## src/rtl/video_fetch_pkg.sv

```systemverilog
// Shared types for the video path: machine flavour, cell-fetch FSM states,
// pending-capture tags and the Spectrum screen/ULA+ address formers.
package common;

    typedef enum logic [1:0] {
        MACHINE_48K      = 2'd0,
        MACHINE_128K     = 2'd1,
        MACHINE_PLUS2A   = 2'd2,
        MACHINE_PENTAGON = 2'd3
    } machine_t;

    typedef enum logic [2:0] {
        IDLE   = 3'd0,
        BITMAP = 3'd1,
        ATTR   = 3'd2,
        INK    = 3'd3,
        PAPER  = 3'd4,
        DRAIN  = 3'd5
    } vfetch_state_t;

    typedef enum logic [2:0] {
        TAG_NONE   = 3'd0,
        TAG_BITMAP = 3'd1,
        TAG_ATTR   = 3'd2,
        TAG_INK    = 3'd3,
        TAG_PAPER  = 3'd4
    } vfetch_tag_t;

    // Screen RAM address of a cell's pixel byte (is_attr=0) or attribute byte (is_attr=1).
    function automatic logic [14:0] cell_addr(input logic [7:0] r, input logic [4:0] c,
                                              input logic is_attr);
        if (is_attr) begin
            cell_addr = {2'b00, 3'b110, r[7:3], c};
        end else begin
            cell_addr = {2'b00, r[7:6], r[2:0], r[5:3], c};
        end
    endfunction

    // ULA+ palette index: group from flash/bright, then ink (0..7) or paper (8..15).
    function automatic logic [14:0] palette_addr(input logic [7:0] a, input logic is_paper);
        if (is_paper) begin
            palette_addr = {9'b0, a[7:6], 1'b1, a[5:3]};
        end else begin
            palette_addr = {9'b0, a[7:6], 1'b0, a[2:0]};
        end
    endfunction

endpackage

```

## src/rtl/video_fetch.sv

```systemverilog
// Fetches one 8-pixel character cell (bitmap, attribute and optionally the
// ULA+ ink/paper palette entries) through a preemptible RAM arbiter port.
module video_fetch
    import common::*;
(
    input  logic        clk28,
    input  logic        rst_n,
    input  logic        fetch_start,
    input  logic [7:0]  row,
    input  logic [4:0]  col,
    input  logic        up_en,
    output logic        video_read_req,
    output logic        video_read_req_is_up,
    output logic [14:0] video_read_addr,
    input  logic        video_read_req_ack,
    input  logic        video_data_valid,
    input  logic [7:0]  vd,
    output logic [7:0]  bitmap,
    output logic [7:0]  attr,
    output logic [7:0]  ink_rgb,
    output logic [7:0]  paper_rgb,
    output logic        cell_ready,
    output logic        busy,
    output logic        overrun
);

    vfetch_state_t state_q, state_d;
    vfetch_tag_t   pend_q, pend_d;
    logic [7:0]    row_q, row_d;
    logic [4:0]    col_q, col_d;
    logic          up_q, up_d;
    logic          req_q, req_d;
    logic          is_up_q, is_up_d;
    logic [14:0]   addr_q, addr_d;
    logic [7:0]    bitmap_q, bitmap_d;
    logic [7:0]    attr_q, attr_d;
    logic [7:0]    ink_q, ink_d;
    logic [7:0]    paper_q, paper_d;
    logic          cell_ready_q, cell_ready_d;
    logic          busy_q, busy_d;
    logic          capture_s;

    assign capture_s = video_data_valid & (pend_q != TAG_NONE);

    // Next-state, request and capture logic for the cell fetch.
    always_comb begin
        state_d      = state_q;
        pend_d       = pend_q;
        row_d        = row_q;
        col_d        = col_q;
        up_d         = up_q;
        req_d        = req_q;
        is_up_d      = is_up_q;
        addr_d       = addr_q;
        bitmap_d     = bitmap_q;
        attr_d       = attr_q;
        ink_d        = ink_q;
        paper_d      = paper_q;
        cell_ready_d = 1'b0;

        if (capture_s) begin
            pend_d = TAG_NONE;
            case (pend_q)
                TAG_BITMAP: bitmap_d = vd;
                TAG_ATTR:   attr_d   = vd;
                TAG_INK:    ink_d    = vd;
                TAG_PAPER:  paper_d  = vd;
                default:    pend_d   = TAG_NONE;
            endcase
        end else begin
            pend_d = pend_q;
        end

        // An accepted item overwrites the tag after any capture in the same cycle.
        case (state_q)
            IDLE: begin
                if (fetch_start) begin
                    row_d   = row;
                    col_d   = col;
                    up_d    = up_en;
                    req_d   = 1'b1;
                    is_up_d = 1'b0;
                    addr_d  = cell_addr(row, col, 1'b0);
                    state_d = BITMAP;
                end else begin
                    req_d   = 1'b0;
                end
            end
            BITMAP: begin
                if (video_read_req_ack) begin
                    pend_d  = TAG_BITMAP;
                    addr_d  = cell_addr(row_q, col_q, 1'b1);
                    state_d = ATTR;
                end else begin
                    state_d = BITMAP;
                end
            end
            ATTR: begin
                if (video_read_req_ack) begin
                    pend_d  = TAG_ATTR;
                    req_d   = 1'b0;
                    state_d = up_q ? INK : DRAIN;
                end else begin
                    state_d = ATTR;
                end
            end
            INK: begin
                // req is low until the attribute lands; the ink index comes from it.
                if (!req_q) begin
                    if (capture_s && (pend_q == TAG_ATTR)) begin
                        req_d   = 1'b1;
                        is_up_d = 1'b1;
                        addr_d  = palette_addr(vd, 1'b0);
                    end else begin
                        state_d = INK;
                    end
                end else if (video_read_req_ack) begin
                    pend_d  = TAG_INK;
                    addr_d  = palette_addr(attr_q, 1'b1);
                    state_d = PAPER;
                end else begin
                    state_d = INK;
                end
            end
            PAPER: begin
                if (video_read_req_ack) begin
                    pend_d  = TAG_PAPER;
                    req_d   = 1'b0;
                    is_up_d = 1'b0;
                    state_d = DRAIN;
                end else begin
                    state_d = PAPER;
                end
            end
            DRAIN: begin
                if (capture_s) begin
                    cell_ready_d = 1'b1;
                    state_d      = IDLE;
                end else begin
                    state_d      = DRAIN;
                end
            end
            default: begin
                state_d = IDLE;
                pend_d  = TAG_NONE;
                req_d   = 1'b0;
                is_up_d = 1'b0;
            end
        endcase

        busy_d = (state_d != IDLE);
    end

    // State and output registers; reset abandons any fetch in flight.
    always_ff @(posedge clk28 or negedge rst_n) begin
        if (!rst_n) begin
            state_q      <= IDLE;
            pend_q       <= TAG_NONE;
            row_q        <= 8'h00;
            col_q        <= 5'h00;
            up_q         <= 1'b0;
            req_q        <= 1'b0;
            is_up_q      <= 1'b0;
            addr_q       <= 15'h0000;
            bitmap_q     <= 8'h00;
            attr_q       <= 8'h00;
            ink_q        <= 8'h00;
            paper_q      <= 8'h00;
            cell_ready_q <= 1'b0;
            busy_q       <= 1'b0;
        end else begin
            state_q      <= state_d;
            pend_q       <= pend_d;
            row_q        <= row_d;
            col_q        <= col_d;
            up_q         <= up_d;
            req_q        <= req_d;
            is_up_q      <= is_up_d;
            addr_q       <= addr_d;
            bitmap_q     <= bitmap_d;
            attr_q       <= attr_d;
            ink_q        <= ink_d;
            paper_q      <= paper_d;
            cell_ready_q <= cell_ready_d;
            busy_q       <= busy_d;
        end
    end

    assign video_read_req       = req_q;
    assign video_read_req_is_up = is_up_q;
    assign video_read_addr      = addr_q;
    assign bitmap               = bitmap_q;
    assign attr                 = attr_q;
    assign ink_rgb              = ink_q;
    assign paper_rgb            = paper_q;
    assign cell_ready           = cell_ready_q;
    assign busy                 = busy_q;
    // Rejected starts are flagged in the cycle they are presented.
    assign overrun              = fetch_start & busy_q;

endmodule
```

## config.mk

```make
export PLATFORM = sky130hd
export DESIGN_NAME = video_fetch
export DESIGN_NICKNAME = d
export VERILOG_FILES = /design/src/rtl/video_fetch_pkg.sv /design/src/rtl/video_fetch.sv
export SDC_FILE = /design/constraint.sdc
export NUM_CORES = 1
export LEC_CHECK = 0
export ABC_AREA = 1
export CELL_PAD_IN_SITES_DETAIL_PLACEMENT = 0
export CELL_PAD_IN_SITES_GLOBAL_PLACEMENT = 2
export CORE_MARGIN = 10
export CORE_UTILIZATION = 25
export CTS_CLUSTER_DIAMETER = 200
export DETAILED_ROUTE_END_ITERATION = 12
export PLACE_DENSITY = 0.86
export SLEW_MARGIN = 10
export SYNTH_ARGS = -nofsm -noshare
export SYNTH_HDL_FRONTEND = slang
export SYNTH_SLANG_ARGS = --single-unit
```

## constraint.sdc

```tcl
create_clock -name clk28 -period 1.29 [get_ports clk28]
set_input_delay 0.1935 -clock clk28 [delete_from_list [all_inputs] [get_ports clk28]]
set_output_delay 0.1935 -clock clk28 [all_outputs]
set_load 0.01 [all_outputs]
```

==> Word level (Yosys, flattened, before mapping) <==
Index checks and enable logic that the tools add are counted.
{ "word_totals": {"ram_bits": 0, "in_bits": 27, "regBits": 71, "mem_count": 0, "latchBits": 0, "out_inout_bits": 52, "wordCells": 86, "rom_bits": 0} }
{ "classes": {"muxes": 34, "n_lt_le_gt_ge": 0, "shifts": 0, "mul": 0, "reduce_logical": 17, "n_eq_ne": 17, "n_bitwise": 4, "div": 0, "add_sub_neg": 0} }
{ "op_table": {"columns": ["op", "n"], "rows": [
  ["two-way mux 15 bit", 5],
  ["case mux 15 bit (3 select lines)", 1],
  ["two-way mux 3 bit", 13],
  ["case mux 3 bit (6 select lines)", 1],
  ["case mux 3 bit (5 select lines)", 1],
  ["== test 3 x 2 -> 1 bit, second input constant", 4],
  ["AND reduction 2 bit", 6],
  ["two-way mux 1 bit", 10],
  ["!= test 2 bit, second input constant", 5],
  ["AND reduction 5 bit", 2],
  ["== test 3 bit, second input constant", 3],
  ["nonzero test 3 bit", 3],
  ["case mux 1 bit (4 select lines)", 2],
  ["== test 3 x 1 -> 1 bit, second input constant", 2],
  ["!= test 3 bit, second input constant", 2],
  ["OR reduction 2 bit", 3],
  ["logical NOT 3 bit", 1],
  ["OR reduction 3 bit", 1],
  ["bitwise AND 1 bit", 2],
  ["two-way mux 2 bit", 1],
  ["!= test 2 x 1 -> 1 bit, second input constant", 1],
  ["inverter 1 bit", 2],
  ["logical AND 1 bit", 1]
]} }

==> Depth between registers and ports, before layout <==
{ "logic_depth": {"ltp_word": 7, "mapped_depth": 10, "ltp_nobuf": 8} }

==> Least setup slack after synthesis <==
Ideal clock, no wire load.
{ "synth_path": {"kind": "flip-flop to flip-flop", "start": "register state_q[2]", "end": "register addr_q[10], in the netlist video_read_addr[10]", "stages_incl_launch_ff": 10, "slack_ns": -0.036, "arrival_time_ns": 1.209, "path_buffers": 1, "required_time_ns": 1.173, "period_less_slack_ns": 1.326, "setup_time_ns": 0.117, "cell_sequence": "dfrtp_1 > inv_2 > nand2_4 > nor2_2 > nand2_2 > nand2_2 > nor2_4 > buf_6 > nand3_1 > nand2_1"} }
{ "synth_between": {"elab_chain_len": 3, "word_cells_on_any_way": 10, "classes_between": "6 x eq/ne; 1 x mux; 3 x reduce/logical"} }
{ "synth_lines": {"columns": ["item", "line", "rtl"], "rows": [
  ["start, declared", "video_fetch.sv:27", "vfetch_state_t state_q, state_d;"],
  ["start signal, assigned", "video_fetch.sv:172", "state_q <= state_d;"],
  ["== test 3 x 2 -> 1 bit (tied with other cells)", "video_fetch.sv:75", "case (state_q)"],
  ["!= test 3 bit (no line) (tied with other cells)", null, null],
  ["AND reduction 5 bit (no line)", null, null],
  ["end signal, assigned", "video_fetch.sv:179", "addr_q <= addr_d;"],
  ["end, declared", "video_fetch.sv:34", "logic [14:0] addr_q, addr_d;"]
]} }
Several ways; a longest one is shown, not always the timed one.
A chain may end at the register's enable or synchronous reset.

==> Worst setup path in the final report <==
{ "layout_path": {"start": "register state_q[2]", "end": "register addr_q[9], in the netlist video_read_addr[9]"} }
The elaborated chain is that of the path after synthesis.

==> impl_metrics.prom <==
# TYPE chip_impl_metric gauge
chip_impl_metric{name="finalPower",unit="mW"} 12.0
chip_impl_metric{name="global_route.usage.total",unit="%"} 12.1
chip_impl_metric{name="seq_power_share",unit="%"} 29.9
chip_impl_metric{name="floorplan.core_area",unit="µm²"} 11900
chip_impl_metric{name="clock_tree.buffer_depth",unit=""} 2
chip_impl_info{name="critical-path-top-delay-family",value="simple AND/OR/NAND/NOR gates"} 1
chip_impl_metric{name="power_report.internal_total",unit="mW"} 7.45
chip_impl_metric{name="final_layout_size_suffix_gt1_share",unit="%"} 22.2
chip_impl_metric{name="global_route.usage.met2",unit="%"} 18.7
chip_impl_info{name="yosys-top-cells-count",value="sky130_fd_sc_hd__nand2_1, sky130_fd_sc_hd__dfrtp_1, sky130_fd_sc_hd__o21ai_0"} 1
chip_impl_metric{name="yosysSeqAreaShare",unit="%"} 54.6
chip_impl_info{name="root_buffer",value="sky130_fd_sc_hd__clkbuf_16"} 1
chip_impl_metric{name="finish.net_count",unit=""} 532
chip_impl_info{name="min-delay-path-class",value="primary input to async pin"} 1
chip_impl_metric{name="worst_path_largest_cell_delay",unit="ps"} 450
chip_impl_info{name="rsz0062_at_grt",value="true"} 1
chip_impl_metric{name="rrSetupSlack",unit="ps"} -50
chip_impl_info{name="failing_checks",value="negative setup slack"} 1
chip_impl_metric{name="globalRouteMet1Util",unit="%"} 14.8
chip_impl_metric{name="yosys.cell_types.count",unit=""} 24
chip_impl_metric{name="layout.filler_cells",unit=""} 1190
chip_impl_metric{name="clock_latency",unit="ps"} 330
chip_impl_metric{name="postLayoutSetupSlackWorst",unit="ps"} -53.3
chip_impl_metric{name="power.switching",unit="mW"} 4.54
chip_impl_metric{name="syn_inst",unit=""} 377
chip_impl_metric{name="io_buffer_count",unit=""} 76
chip_impl_metric{name="post_synth.cell_area_avg",unit="µm²"} 8.02
chip_impl_metric{name="required",unit="ps"} 1510
chip_impl_info{name="largest_family_of_logic_cells_by_synthesized_area",value="simple AND/OR/NAND/NOR gates"} 1
chip_impl_info{name="postSynth.topFlopCell",value="sky130_fd_sc_hd__dfrtp_1"} 1
chip_impl_metric{name="fin_util",unit="%"} 40.5
chip_impl_metric{name="die_width",unit="µm"} 130
chip_impl_metric{name="p_clk_share",unit="%"} 23.7
chip_impl_metric{name="cts_made_buffers",unit=""} 9
chip_impl_info{name="status",value="finished, violations left"} 1
chip_impl_metric{name="height_of_the_chip",unit="µm"} 130
chip_impl_metric{name="synth_async_reset_ratio",unit="%"} 100
chip_impl_metric{name="synth_mux_area_share",unit="%"} 0
chip_impl_metric{name="synth-seq-cells",unit=""} 66
chip_impl_info{name="post_synthesis_cell_type_with_the_largest_combined_area",value="sky130_fd_sc_hd__dfrtp_1"} 1
chip_impl_metric{name="synth-adder-area-share",unit="%"} 0
chip_impl_metric{name="maximum_number_of_pins_on_one_net_before_global_route_repair",unit=""} 67
chip_impl_metric{name="irDropWorstVdd",unit="µV"} 904
chip_impl_metric{name="use_met3",unit="%"} 4.54
chip_impl_info{name="synth_top_cells_by_area",value="sky130_fd_sc_hd__dfrtp_1, sky130_fd_sc_hd__nand2_1, sky130_fd_sc_hd__o21ai_0, sky130_fd_sc_hd__nand3_1, sky130_fd_sc_hd__inv_1"} 1
chip_impl_metric{name="worstPathArrival",unit="ps"} 1560
chip_impl_metric{name="post_synth_xor_area_fraction",unit="%"} 0
chip_impl_metric{name="leakage",unit="nW"} 2.54
chip_impl_metric{name="crit_buf_inv",unit=""} 2
chip_impl_metric{name="synth_edf_count",unit=""} 0
chip_impl_metric{name="vias",unit=""} 2868
chip_impl_metric{name="synth_top_area_share",unit="%"} 54.6
chip_impl_metric{name="global_route_wire_length_before_repair",unit="mm"} 16.0
chip_impl_metric{name="synth-warning-count",unit=""} 0
chip_impl_metric{name="layout_worst_path_cycle_share",unit="%"} 104
chip_impl_metric{name="achievable-frequency",unit="MHz"} 744
chip_impl_info{name="critPathKind",value="flip-flop to flip-flop"} 1
chip_impl_metric{name="dp.final_hpwl",unit="mm"} 6.85
chip_impl_metric{name="overflow",unit=""} 0
chip_impl_metric{name="gpl.final_weighted_congestion",unit=""} 0.870
chip_impl_metric{name="detail_route.iter0.violations",unit=""} 146
chip_impl_metric{name="final.hold.worst_slack",unit="ps"} 389
chip_impl_metric{name="grt_pass1_vias",unit=""} 3054
chip_impl_metric{name="totalWireLength",unit="mm"} 9.75
chip_impl_info{name="critPathSlowestCell",value="sky130_fd_sc_hd__dfrtp_2"} 1
chip_impl_metric{name="postRouteAntennaNets",unit=""} 0
chip_impl_metric{name="final_period_minus_worst_setup_slack",unit="ps"} 1340
chip_impl_metric{name="routed_wire_per_std_cell",unit="µm"} 14.8
chip_impl_metric{name="clock-skew-final",unit="ps"} 5.69
chip_impl_metric{name="swShare",unit="%"} 37.8
chip_impl_metric{name="flow.area_growth_from_synthesis",unit="%"} 59.6
chip_impl_metric{name="n_antenna_cell",unit=""} 0
chip_impl_info{name="tritoncts_clock_tree",value="built"} 1
chip_impl_metric{name="power.share.combinational",unit="%"} 46.4
chip_impl_metric{name="vias_per_cell",unit=""} 4.37
chip_impl_metric{name="fp.dieArea",unit="µm²"} 16900
chip_impl_metric{name="number_of_antenna_violations_at_the_first_check_in_global_routing",unit=""} 0
chip_impl_info{name="grt.busiest_layer",value="met2"} 1
chip_impl_metric{name="timing.final.setup_violations",unit=""} 16
chip_impl_metric{name="dpl-instance-area",unit="µm²"} 4260
chip_impl_metric{name="cap_viol_max_count",unit=""} 0
chip_impl_metric{name="clock_tree.htree_level_count",unit=""} 3
chip_impl_metric{name="yosys.area_share.simple",unit="%"} 29.8
chip_impl_info{name="most_frequent_cell_after_synthesis",value="sky130_fd_sc_hd__nand2_1"} 1
chip_impl_metric{name="pwr_density_cell",unit="nW/µm²"} 2480
chip_impl_info{name="worst_setup_path_start_kind",value="flip-flop"} 1
chip_impl_metric{name="hold_viol",unit=""} 0
chip_impl_metric{name="critical_path_peak_fanout",unit=""} 13
chip_impl_metric{name="maxSlewViolCount",unit=""} 0
chip_impl_metric{name="synth-compound-area-share",unit="%"} 8.31
chip_impl_metric{name="dr.pass1.iters",unit=""} 4
chip_impl_info{name="end_kind",value="flip-flop"} 1
chip_impl_metric{name="drt_drc_violations_left",unit=""} 0
chip_impl_metric{name="num_rows",unit=""} 40
chip_impl_metric{name="stdcell_area",unit="µm²"} 4830
chip_impl_info{name="cp_cell_sequence",value="inv_4, nand2_4, nor2_4, nand2_4, nand2_2, nor2_4, buf_12, nand3_1, nand2_1"} 1
chip_impl_metric{name="number_of_top_level_pins",unit=""} 79
chip_impl_metric{name="worst_setup_hold_path_clk_slew",unit="ps"} 60
chip_impl_metric{name="synth_area",unit="µm²"} 3030
chip_impl_metric{name="initial_core_util",unit="%"} 25.4
chip_impl_metric{name="cts_num_sinks",unit=""} 66
-- metrics by stage --
stage                     instances  setup TNS [ps]  setup slack, ps
after floorplan                 378               0             11.7
after global placement          629           -9270             -291
after detailed placement        629          -10320             -339
after CTS                       655            -652            -41.5
after global routing            657           -2060             -131
final                           657            -595            -53.3
-- what timing repair did --
action,in CTS,in global routing
cloned,2,0
endpoints found under the hold margin,66,0
endpoints found under the setup margin,69,39
hold buffers,1,0
pin swaps,6,10
gates resized for setup,87,20
setup buffers,8,2
-- worst register-to-register path: cells and delay by family (launching register included) --
| kind | cells | cell delay (ps) |
|---|---|---|
| buffers and inverters | 2 | 250 |
| flip-flops | 1 | 450 |
| AND/OR/NAND/NOR | 7 | 540 |
-- logic make-up after synthesis --
kind of cell           count (synthesis)
AND/OR/NAND/NOR                      212
AO/OA/AOI/OAI                         50
flip-flops                            66
other                                  1
buffers and inverters                 48
-- cells in the final DEF (no fill, tap or decap), drive strengths merged --
cell type,count
a21oi,4
a31oi,1
buf,55
bufinv,3
clkbuf,11
clkdlybuf4s15,1
clkdlybuf4s50,24
clkinv,3
clkinvlp,1
conb,2
dfrtp,66
dlygate4sd2,48
dlygate4sd3,1
dlymetal6s2s,1
inv,31
nand2,155
nand3,34
nand3b,2
nand4,5
nor2,15
nor3,2
o21ai,45
-- routing by layer --
| metal | share of wire [%] | vias to the layer above |
|---|---|---|
| li1 | - | 1458 |
| met1 | 45 | 1314 |
| met2 | 46 | 78 |
| met3 | 6.8 | 18 |
| met4 | 2.4 | 0 |
| met5 | 0 | - |
-- sequential cells by signal, indices dropped and copies added (netlist names) --
name and cells:
attr 8, bitmap 8, busy 1, cell_ready 1
col_q 5, ink_rgb 8, paper_rgb 8, pend_q 3
row_q 5, state_q 3, up_q 1, video_read_addr 13
video_read_req 1, video_read_req_is_up 1
-- power groups by stage --
| stage | clock network, mW | logic, mW | registers, mW |
|---|---|---|---|
| floorplan | 0 | 2.31 | 3.87 |
| global placement | 0 | 5.30 | 3.61 |
| detailed placement | 0 | 5.36 | 3.63 |
| CTS | 2.89 | 5.45 | 3.60 |
| global route | 3.02 | 6.21 | 3.72 |
| finish | 2.84 | 5.56 | 3.58 |
-- area by class of cell --
class	instances	area (µm²)	share of cell area, %
repair buffers	131	1220	25.2
flip-flops and latches	66	1660	34.3
inverters	32	123	2.54
multi-input cells	265	1310	27.0
clock inverters	6	115	2.38
clock buffers	10	229	4.74
well taps	147	184	3.81
-- path summary, 6_finish.rpt --
kind,from,to,depth (start not counted)
setup / recovery,state_q[2],video_read_addr[9],9
hold / removal,rst_n,video_read_req_is_up,3
setup reg to reg,state_q[2],video_read_addr[9],9
hold reg to reg,video_read_addr[10],video_read_addr[10],2
max in group asynchronous,rst_n,state_q[2],3
min in group clk28,fetch_start,state_q[0],5
Note: power is estimated with default switching activity, not from simulation.
